[config.mk]
export PLATFORM = sky130hd
export DESIGN_NAME = egress_scheduler
export DESIGN_NICKNAME = d
export VERILOG_FILES = /design/src/rtl/egress_scheduler_pkg.sv /design/src/rtl/egress_scheduler_rr_arbiter.sv /design/src/rtl/egress_scheduler.sv
export SDC_FILE = /design/constraint.sdc
export NUM_CORES = 1
export LEC_CHECK = 0
export ABC_AREA = 1
export CELL_PAD_IN_SITES_DETAIL_PLACEMENT = 0
export CELL_PAD_IN_SITES_GLOBAL_PLACEMENT = 1
export CORE_ASPECT_RATIO = 0.9
export CORE_MARGIN = 3
export CORE_UTILIZATION = 42
export CTS_BUF_LIST = sky130_fd_sc_hd__clkbuf_4
export DETAILED_ROUTE_END_ITERATION = 10
export PLACE_DENSITY = 0.74
export SYNTH_ARGS = -nofsm -noshare
export SYNTH_HDL_FRONTEND = slang
export SYNTH_HIERARCHICAL = 1
export SYNTH_SLANG_ARGS = --single-unit
export TNS_END_PERCENT = 30
[constraint.sdc]
create_clock -name clk -period 2.6 [get_ports clk]
set_input_delay 0.65 -clock clk [delete_from_list [all_inputs] [get_ports clk]]
set_output_delay 0.65 -clock clk [all_outputs]
set_load 0.05 [all_outputs]
[src/rtl/egress_scheduler_pkg.sv]
// egress_scheduler_pkg: shared default sizes for the egress scheduler and its round-robin arbiter
package egress_scheduler_pkg;
  localparam int DEF_PORT_NUB_TOTAL = 4;
  localparam int DEF_DATA_WIDTH = 8;
  localparam int DEF_OFIFO_DEPTH = 4;
endpackage

[src/rtl/egress_scheduler_rr_arbiter.sv]
// rr_arbiter: combinational N-way round robin; req/ptr in, first requester after ptr out as gnt_idx with gnt_any
module rr_arbiter
  import egress_scheduler_pkg::*;
#(
  parameter int N = DEF_PORT_NUB_TOTAL,
  localparam int W = $clog2(N)
) (
  input  logic [N-1:0] req,
  input  logic [W-1:0] ptr,
  output logic [W-1:0] gnt_idx,
  output logic         gnt_any
);
  always_comb begin
    gnt_idx = '0;
    gnt_any = 1'b0;
    for (int i = N; i >= 1; i--) begin
      if (req[ptr + W'(i)]) begin
        gnt_idx = ptr + W'(i);
        gnt_any = 1'b1;
      end
    end
  end
endmodule

[src/rtl/egress_scheduler.sv]
// egress_scheduler: per-output VOQ read scheduler (voq_empty/voq_data in, rd_en/rd_sel out) feeding per-port {src,data} FIFOs exposed as out_valid/out_ready/out_data/out_src streams
module egress_scheduler
  import egress_scheduler_pkg::*;
#(
  parameter int PORT_NUB_TOTAL = DEF_PORT_NUB_TOTAL,
  parameter int DATA_WIDTH = DEF_DATA_WIDTH,
  parameter int OFIFO_DEPTH = DEF_OFIFO_DEPTH,
  localparam int N = PORT_NUB_TOTAL,
  localparam int WIDTH_SEL = $clog2(PORT_NUB_TOTAL)
) (
  input  logic                      clk,
  input  logic                      rst,
  input  logic [N*N-1:0]            voq_empty,
  input  logic [DATA_WIDTH*N-1:0]   voq_data,
  output logic [N-1:0]              rd_en,
  output logic [WIDTH_SEL*N-1:0]    rd_sel,
  output logic [N-1:0]              out_valid,
  input  logic [N-1:0]              out_ready,
  output logic [DATA_WIDTH*N-1:0]   out_data,
  output logic [WIDTH_SEL*N-1:0]    out_src
);
  localparam int AW = $clog2(OFIFO_DEPTH);
  localparam int FW = WIDTH_SEL + DATA_WIDTH;
  logic live;
  always_ff @(posedge clk or posedge rst)
    if (rst) live <= 1'b0;
    else live <= 1'b1;
  for (genvar o = 0; o < N; o++) begin : g_port
    logic [WIDTH_SEL-1:0] sel_q, ptr_q, pend_src, gnt_idx;
    logic                 en_q, pend, gnt_any, grant, push, pop, credit_ok;
    logic [N-1:0]         elig;
    logic [AW-1:0]        wp, rp;
    logic [AW:0]          cnt;
    logic [AW+1:0]        used;
    logic [FW-1:0]        mem [OFIFO_DEPTH];
    always_comb begin
      elig = ~voq_empty[o*N +: N];
      if (en_q) elig[sel_q] = 1'b0;
    end
    rr_arbiter #(.N(N)) u_arb (
      .req(elig),
      .ptr(ptr_q),
      .gnt_idx(gnt_idx),
      .gnt_any(gnt_any)
    );
    assign pop = out_valid[o] & out_ready[o];
    assign push = pend;
    assign used = (AW+2)'(cnt) - (AW+2)'(pop) + (AW+2)'(pend) + (AW+2)'(en_q);
    assign credit_ok = used < (AW+2)'(OFIFO_DEPTH);
    assign grant = live & gnt_any & credit_ok;
    always_ff @(posedge clk or posedge rst)
      if (rst) begin
        en_q <= 1'b0;
        sel_q <= '0;
        ptr_q <= WIDTH_SEL'(N - 1);
        pend <= 1'b0;
        pend_src <= '0;
        wp <= '0;
        rp <= '0;
        cnt <= '0;
      end else begin
        en_q <= grant;
        if (grant) begin
          sel_q <= gnt_idx;
          ptr_q <= gnt_idx;
        end
        pend <= en_q;
        pend_src <= sel_q;
        if (push) wp <= wp + 1'b1;
        if (pop) rp <= rp + 1'b1;
        cnt <= cnt + (AW+1)'(push) - (AW+1)'(pop);
      end
    always_ff @(posedge clk)
      if (push) mem[wp] <= {pend_src, voq_data[o*DATA_WIDTH +: DATA_WIDTH]};
    assign rd_en[o] = en_q;
    assign rd_sel[o*WIDTH_SEL +: WIDTH_SEL] = sel_q;
    assign out_valid[o] = cnt != '0;
    assign {out_src[o*WIDTH_SEL +: WIDTH_SEL], out_data[o*DATA_WIDTH +: DATA_WIDTH]} = out_valid[o] ? mem[rp] : '0;
    a_no_ovf: assert property (@(posedge clk) disable iff (rst) !(push && !pop && cnt == (AW+1)'(OFIFO_DEPTH)));
  end
endmodule

==> results_dict.tcl <==
set metrics [dict create \
    drt_first_iter_violations 374 \
    end_kind "primary output" \
    fillers 2103 \
    critPathMaxFanout 21 \
    layout_commonest_cell "nand2_1" \
    wl_per_cell_um 13.7 \
    hold_viol 0 \
    wl_um 20900 \
    rsz0062_at_grt "true" \
    layout-drive-gt1-share_pct 23.2 \
    ys_types 32 \
    synth-main-ff-cell "edfxtp_1" \
    cts_sinks 221 \
    drc 0 \
    grt_pass1_vias 7017 \
    p_leak_uw 0.00571 \
    clk_latency_ns 0.67 \
    finalSetupViolCount 0 \
    die_y_um 155 \
    syn_nets 1113 \
    fp.coreArea_um2 23800 \
    peakVddDrop_mv 1.06 \
    synthCells 1023 \
    ys_seq_elements 221 \
    multiInputGateArea_um2 3570 \
    maxCapViolations 0 \
    grt_overflow 0 \
    pwr_density_cell_nw_per_um2 1420 \
    vias 7192 \
    syn_avg_cell_area_um2 10.1 \
    dieArea_um2 26500 \
    yosysSeqAreaShare_pct 61.3 \
    crit_type "reg -> out" \
    htreeDepth 2 \
    grt_pass1_wl_um 34100 \
    yosysWarnings 6 \
    period_minus_slack_ns 2.60 \
    hold_class "in -> async" \
    drt_first_pass_iters 4 \
    rows 53 \
    antenna_left 0 \
    io_buffers 109 \
    cp_data_required_time_ns 1.95 \
    post-route-period-util_pct 99.9 \
    relSlewSlack_pct 65.3 \
    fin_setup_tns_ns 0 \
    gp_congestion 0.776 \
    fin_skew_ns 0.0639 \
    ioPinCount 110 \
    cts_buffers 55 \
    dp_hpwl_um 13800 \
    area_delta_synth_final_pct 27.7 \
    die_w_um 171 \
    synthArstFlopShare_pct 27.6 \
    critPathLaunchType "flip-flop" \
    clk_root_buffer_cell "clkbuf_4" \
    cts_max_path_buffers 3 \
    worst_pin_slew_ns 0.520 \
    grt_usage_pct 15.9 \
    cp.arrival_ns 1.95 \
    status "finished, final reports clean" \
    final_core_util_pct 55.5 \
    layout_common_cells "nand2_1, nor2_1, edfxtp_1" \
    grt_max_degree 62 \
    layout.nets 1268 \
    start_util_pct 43.4 \
    cts.clk_slew.worst_paths_ns 0.06 \
    synth-edff-count 160 \
    antenna_found_initial 1 \
    regArea_um2 6350 \
    cts_tree "yes" \
    slew_viol_final 0 \
    syn_area_um2 10300 \
    max_freq_mhz 385 \
    vias_per_cell 4.73 \
]
==> area by class of cell <==
cell class / count / area share (%)
sequential: 221 / 48.1
multi-input combinational: 657 / 27.0
timing repair buffer: 130 / 13.0
clock buffer: 84 / 4.78
inverter: 113 / 3.64
tap: 302 / 2.86
clock inverter: 13 / 0.616
antenna: 1 / 0.0190
==> metal layers <==
metal | up-vias | wire (um) | global-route usage, %
li1 | 3716 | - | -
met1 | 3300 | 9910 | 22.4
met2 | 153 | 9610 | 24.9
met3 | 23 | 1100 | 3.50
met4 | 0 | 277 | 4.71
met5 | - | 0 | 0
==> through the flow <==
stage | hold WS, ns | total power, uW | area (um^2) | cells | setup WS (ns)
6_report | 0.374 | 18800 | 13200 | 1521 | 0.00372
3_3_place_gp | 0.467 | 15400 | 12100 | 1415 | 0.0631
4_1_cts | 0.346 | 18700 | 13100 | 1519 | -0.154
2_1_floorplan | 0.450 | 11600 | 10300 | 1023 | 0.204
5_1_grt | 0.373 | 20100 | 13200 | 1521 | -0.156
3_5_place_dp | 0.472 | 15400 | 12100 | 1415 | 0.0342
==> synthesized netlist by cell type, types with 5 or more instances <==
cell type	number	area share, %
nor2_2	7	0.42
inv_2	8	0.29
dfstp_2	8	2.0
a21oi_1	44	2.1
inv_1	97	3.5
clkbuf_1	9	0.33
nand4_1	8	0.48
xor2_1	12	1.0
a31oi_1	12	0.73
nand2_2	20	1.2
edfxtp_1	160	46
nand3_1	20	0.97
nand2_1	208	7.6
nor2_1	173	6.3
clkbuf_2	5	0.24
dfrtp_1	53	13
o21ai_1	65	3.1
ha_1	32	3.9
buf_4	12	0.87
o21ai_0	23	1.1
or2_1	8	0.48
==> critical path, cell delays in order (launching register included) <==
cell     delay, ns
dfrtp_2       0.46
inv_4         0.20
o21ai_0       0.16
a21oi_2       0.29
buf_12        0.18
==> kinds of logic after synthesis <==
group	count (synthesis)	share of synthesized area (%)
simple gates	456	18.8
flops	221	61.3
compound gates	152	7.79
buf+inv	145	6.37
fa+ha+maj	36	4.65
xor+xnor	12	1.02
other cells	1	0.0363
==> report_power, final <==
part	leakage [uW]	internal (uW)	switching (uW)
clock network	0.000425	1570	1320
registers	0.00218	4680	695
logic	0.00310	4250	6260
==> sequential cells by signal, summed over array words and instances, names as in the netlist <==
signal / cells
g_port.mem: 160
g_port.cnt: 12
g_port.pend_src: 8
g_port.ptr_q: 8
g_port.rp: 8
g_port.sel_q: 8
g_port.wp: 8
g_port.en_q: 4
g_port.pend: 4
live: 1
==> timing repair <==
action                                  CTS  global route
buffers inserted                          6             1
gates resized for setup                  72            51
endpoints found under the setup margin   55            41
cloned                                    1             0
hold buffers                              0             0
pin swaps                                12            24
==> worst paths after layout <==
kind                                                      start                              to  slack, ns  depth (start not counted)
worst max-delay path                g_port[3].rp[0]$_DFFE_PP0P_                      out_src[7]      0.004                          4
worst min-delay path                                        rst        g_port[3].pend$_DFF_PP0_       0.37                          3
worst max register to register       g_port[1].cnt[1]$_DFF_PP0_  g_port[1].sel_q[1]$_DFFE_PP0P_       0.55                         14
worst min register to register  g_port[0].pend_src[1]$_DFF_PP0_   g_port[0].mem[3][9]$_DFFE_PP_       0.44                          0
max in group asynchronous                                   rst  g_port[3].ptr_q[0]$_DFFE_PP1P_       1.87                          3
min in group clk                g_port[0].pend_src[1]$_DFF_PP0_   g_port[0].mem[3][9]$_DFFE_PP_       0.44                          0
Note: power is estimated with default switching activity, not from simulation.
==> edit (config.mk and constraints unchanged) <==
`DEF_OFIFO_DEPTH`: 4 -> 16.
--- a/src/rtl/egress_scheduler_pkg.sv
+++ b/src/rtl/egress_scheduler_pkg.sv
@@ -3,5 +3,5 @@
   localparam int DEF_PORT_NUB_TOTAL = 4;
   localparam int DEF_DATA_WIDTH = 8;
-  localparam int DEF_OFIFO_DEPTH = 4;
+  localparam int DEF_OFIFO_DEPTH = 16;
 endpackage
 
Formal check against the unedited RTL: not equivalent (Yosys sat finds a counterexample within 10 cycles, from zero or initial values and one cycle with rst high).
==> edit against the unedited design <==
  * The flow now finishes with violations (negative setup slack)
  * Synthesized cell count rose to 2.6 times the old value
  * Clock power increased to 3.4 times the old value
  * Final cell count grew to 2.7 times the old value
  * Area after synthesis grew to 3.0 times the old value
  * Power grew to 2.7 times the old value
  * Cell area increased to 2.9 times the old value
  * Largest power group unchanged
  * Critical path depth rose by 3
  * Clock skew is 40 ps higher
  * Critical path type unchanged
  * Largest cell class unchanged
  * Routed wire length rose to 3.9 times the old value
  * Global-route usage rose by 4.2 points
  * Setup slack got worse by 780 ps
  * Via count increased to 3.1 times the old value
  * Sequential cell count is 504 higher
==> edit: results (changes against the unedited design) <==
Finish
  • Share of cells above drive strength 1: 24.6% (was 23.2%)
  • P&R area growth vs syn: 24.4% (was 27.7%)
  • Antenna Cells: 5 (was 1)
  • Multi-input combinational area share: 22.8% (was 27.0%)
  • Seq area share: 54.9% (was 48.1%)
  • Sequential cells: 725 (was 221)
  • Fill count: 6239 (was 2103)
  • Signal inverters: 147 (was 113)
  • Clkbuf count: 282 (was 84)
  • Non-CTS buffers: 333 (was 130)
  • Multi-input gates: 1651 (was 657)
  • Clk tree area frac: 6.31% (was 5.39%)

GRT
  • Pin count of the biggest net entering global routing: 86 (was 62)
  • Grt met3 use: 4.26% (was 3.50%)
  • Global-route wire length before repair: 123000 µm (was 34100 µm)
  • M1 GR Usage: 26.7% (was 22.4%)
  • Initial antenna violation count: 2 (was 1)
  • Global Route Usage Sum: 20.1% (was 15.9%)

Synthesis
  • Post-synth EDFFs: 640 (was 160)
  • Syn Inst Count: 2661 (was 1023)
  • Synth Area in Compound Gates: 10.9% (was 7.79%)
  • Top post-synthesis cells by area: edfxtp_1 61%, nor2_1 6.6%, dfrtp_1 6.2% (was edfxtp_1 46%, dfrtp_1 13%, nand2_1 7.6%)
  • Synth cell types: 39 (was 32)
  • Post-synthesis adder-cell area fraction: 2.34% (was 4.65%)
  • Seq/Total Area, Yosys: 68.3% (was 61.3%)
  • Synth Area in XOR/XNOR: 1.01% (was 1.02%)

STA
  • Total negative slack: -28970 ps (was 0 ps)
  • Final setup violation count: 44 (was 0)
  • Hold Slack: 108 ps (was 374 ps)
  • Setup ws final: -780 ps (was 3.72 ps)
  • Layout Skew: 104 ps (was 63.9 ps)

Drt
  • Drt first pass iters: 5 (was 4)
  • Final wirelength: 80600 µm (was 20900 µm)
  • DR WL met2: 39300 µm (was 9610 µm)
  • Routed length on met1: 34200 µm (was 9910 µm)
  • Met3 Wirelength: 5220 µm (was 1100 µm)
  • Per-cell routed wire length: 19.4 µm (was 13.7 µm)
  • Via count of the routed design: 22100 (was 7192)

Run status
  • Status: finished, violations left (was complete, no violations)
  • Failing checks: negative setup slack

Placement
  • DP HPWL: 45400 µm (was 13800 µm)
  • Placed insts: 3742 (was 1415)
  • Global placer's final weighted congestion: 0.841 (was 0.776)
  • Post-DP Area: 34500 µm² (was 12100 µm²)

Critical path
  • Max incr delay on CP: 530 ps (was 460 ps)
  • Crit path max fanout: 20 (was 21)
  • R2R setup slack: 20 ps (was 550 ps)
  • CP Data Arrival Time: 2730 ps (was 1950 ps)

Pwr
  • Worst IR Drop VDD: 0.000783 V (was 0.00106 V)
  • P_leak: 14.5 nW (was 5.71 nW)
  • Clk pwr share: 19.6% (was 15.4%)

Clocking
  • CTS resizes: 177 (was 72)
  • # H-tree levels: 4 (was 2)
  • Total CTS buffers: 186 (was 55)
  • Clock latency reported for the late side of the worst-skew pair: 1030 ps (was 670 ps)

Floorplan
  • Die area: 77800 µm² (was 26500 µm²)
-- edit: changes by cell type after synthesis, sizes merged, moves of 20 or more --
| cell | change |
|---|---|
| ha | +20 |
| o211ai | +160 |
| clkbuf | +21 |
| xor2 | +22 |
| edfxtp | +480 |
| dfrtp | +24 |
| nand3 | +84 |
| o21ai | +264 |
| nand2 | +42 |
| inv | +32 |
| buf | +87 |
| nor2 | +386 |
-- edit: path summary, 6_finish.rpt --
check | depth (start not counted) | to | start
worst max register to register | 12 | g_port[0].cnt[4]$_DFF_PP0_ | g_port[0].cnt[3]$_DFF_PP0_
max in group asynchronous | 3 | g_port[2].rp[1]$_DFFE_PP0P_ | rst
worst min-delay path | 3 | g_port[3].rp[2]$_DFFE_PP0P_ | rst
min in group clk | 3 | g_port[1].cnt[0]$_DFF_PP0_ | out_ready[1]
worst min register to register | 0 | g_port[1].pend_src[1]$_DFF_PP0_ | g_port[1].sel_q[1]$_DFFE_PP0P_
worst max-delay path | 7 | out_data[7] | g_port[0].rp[0]$_DFFE_PP0P_
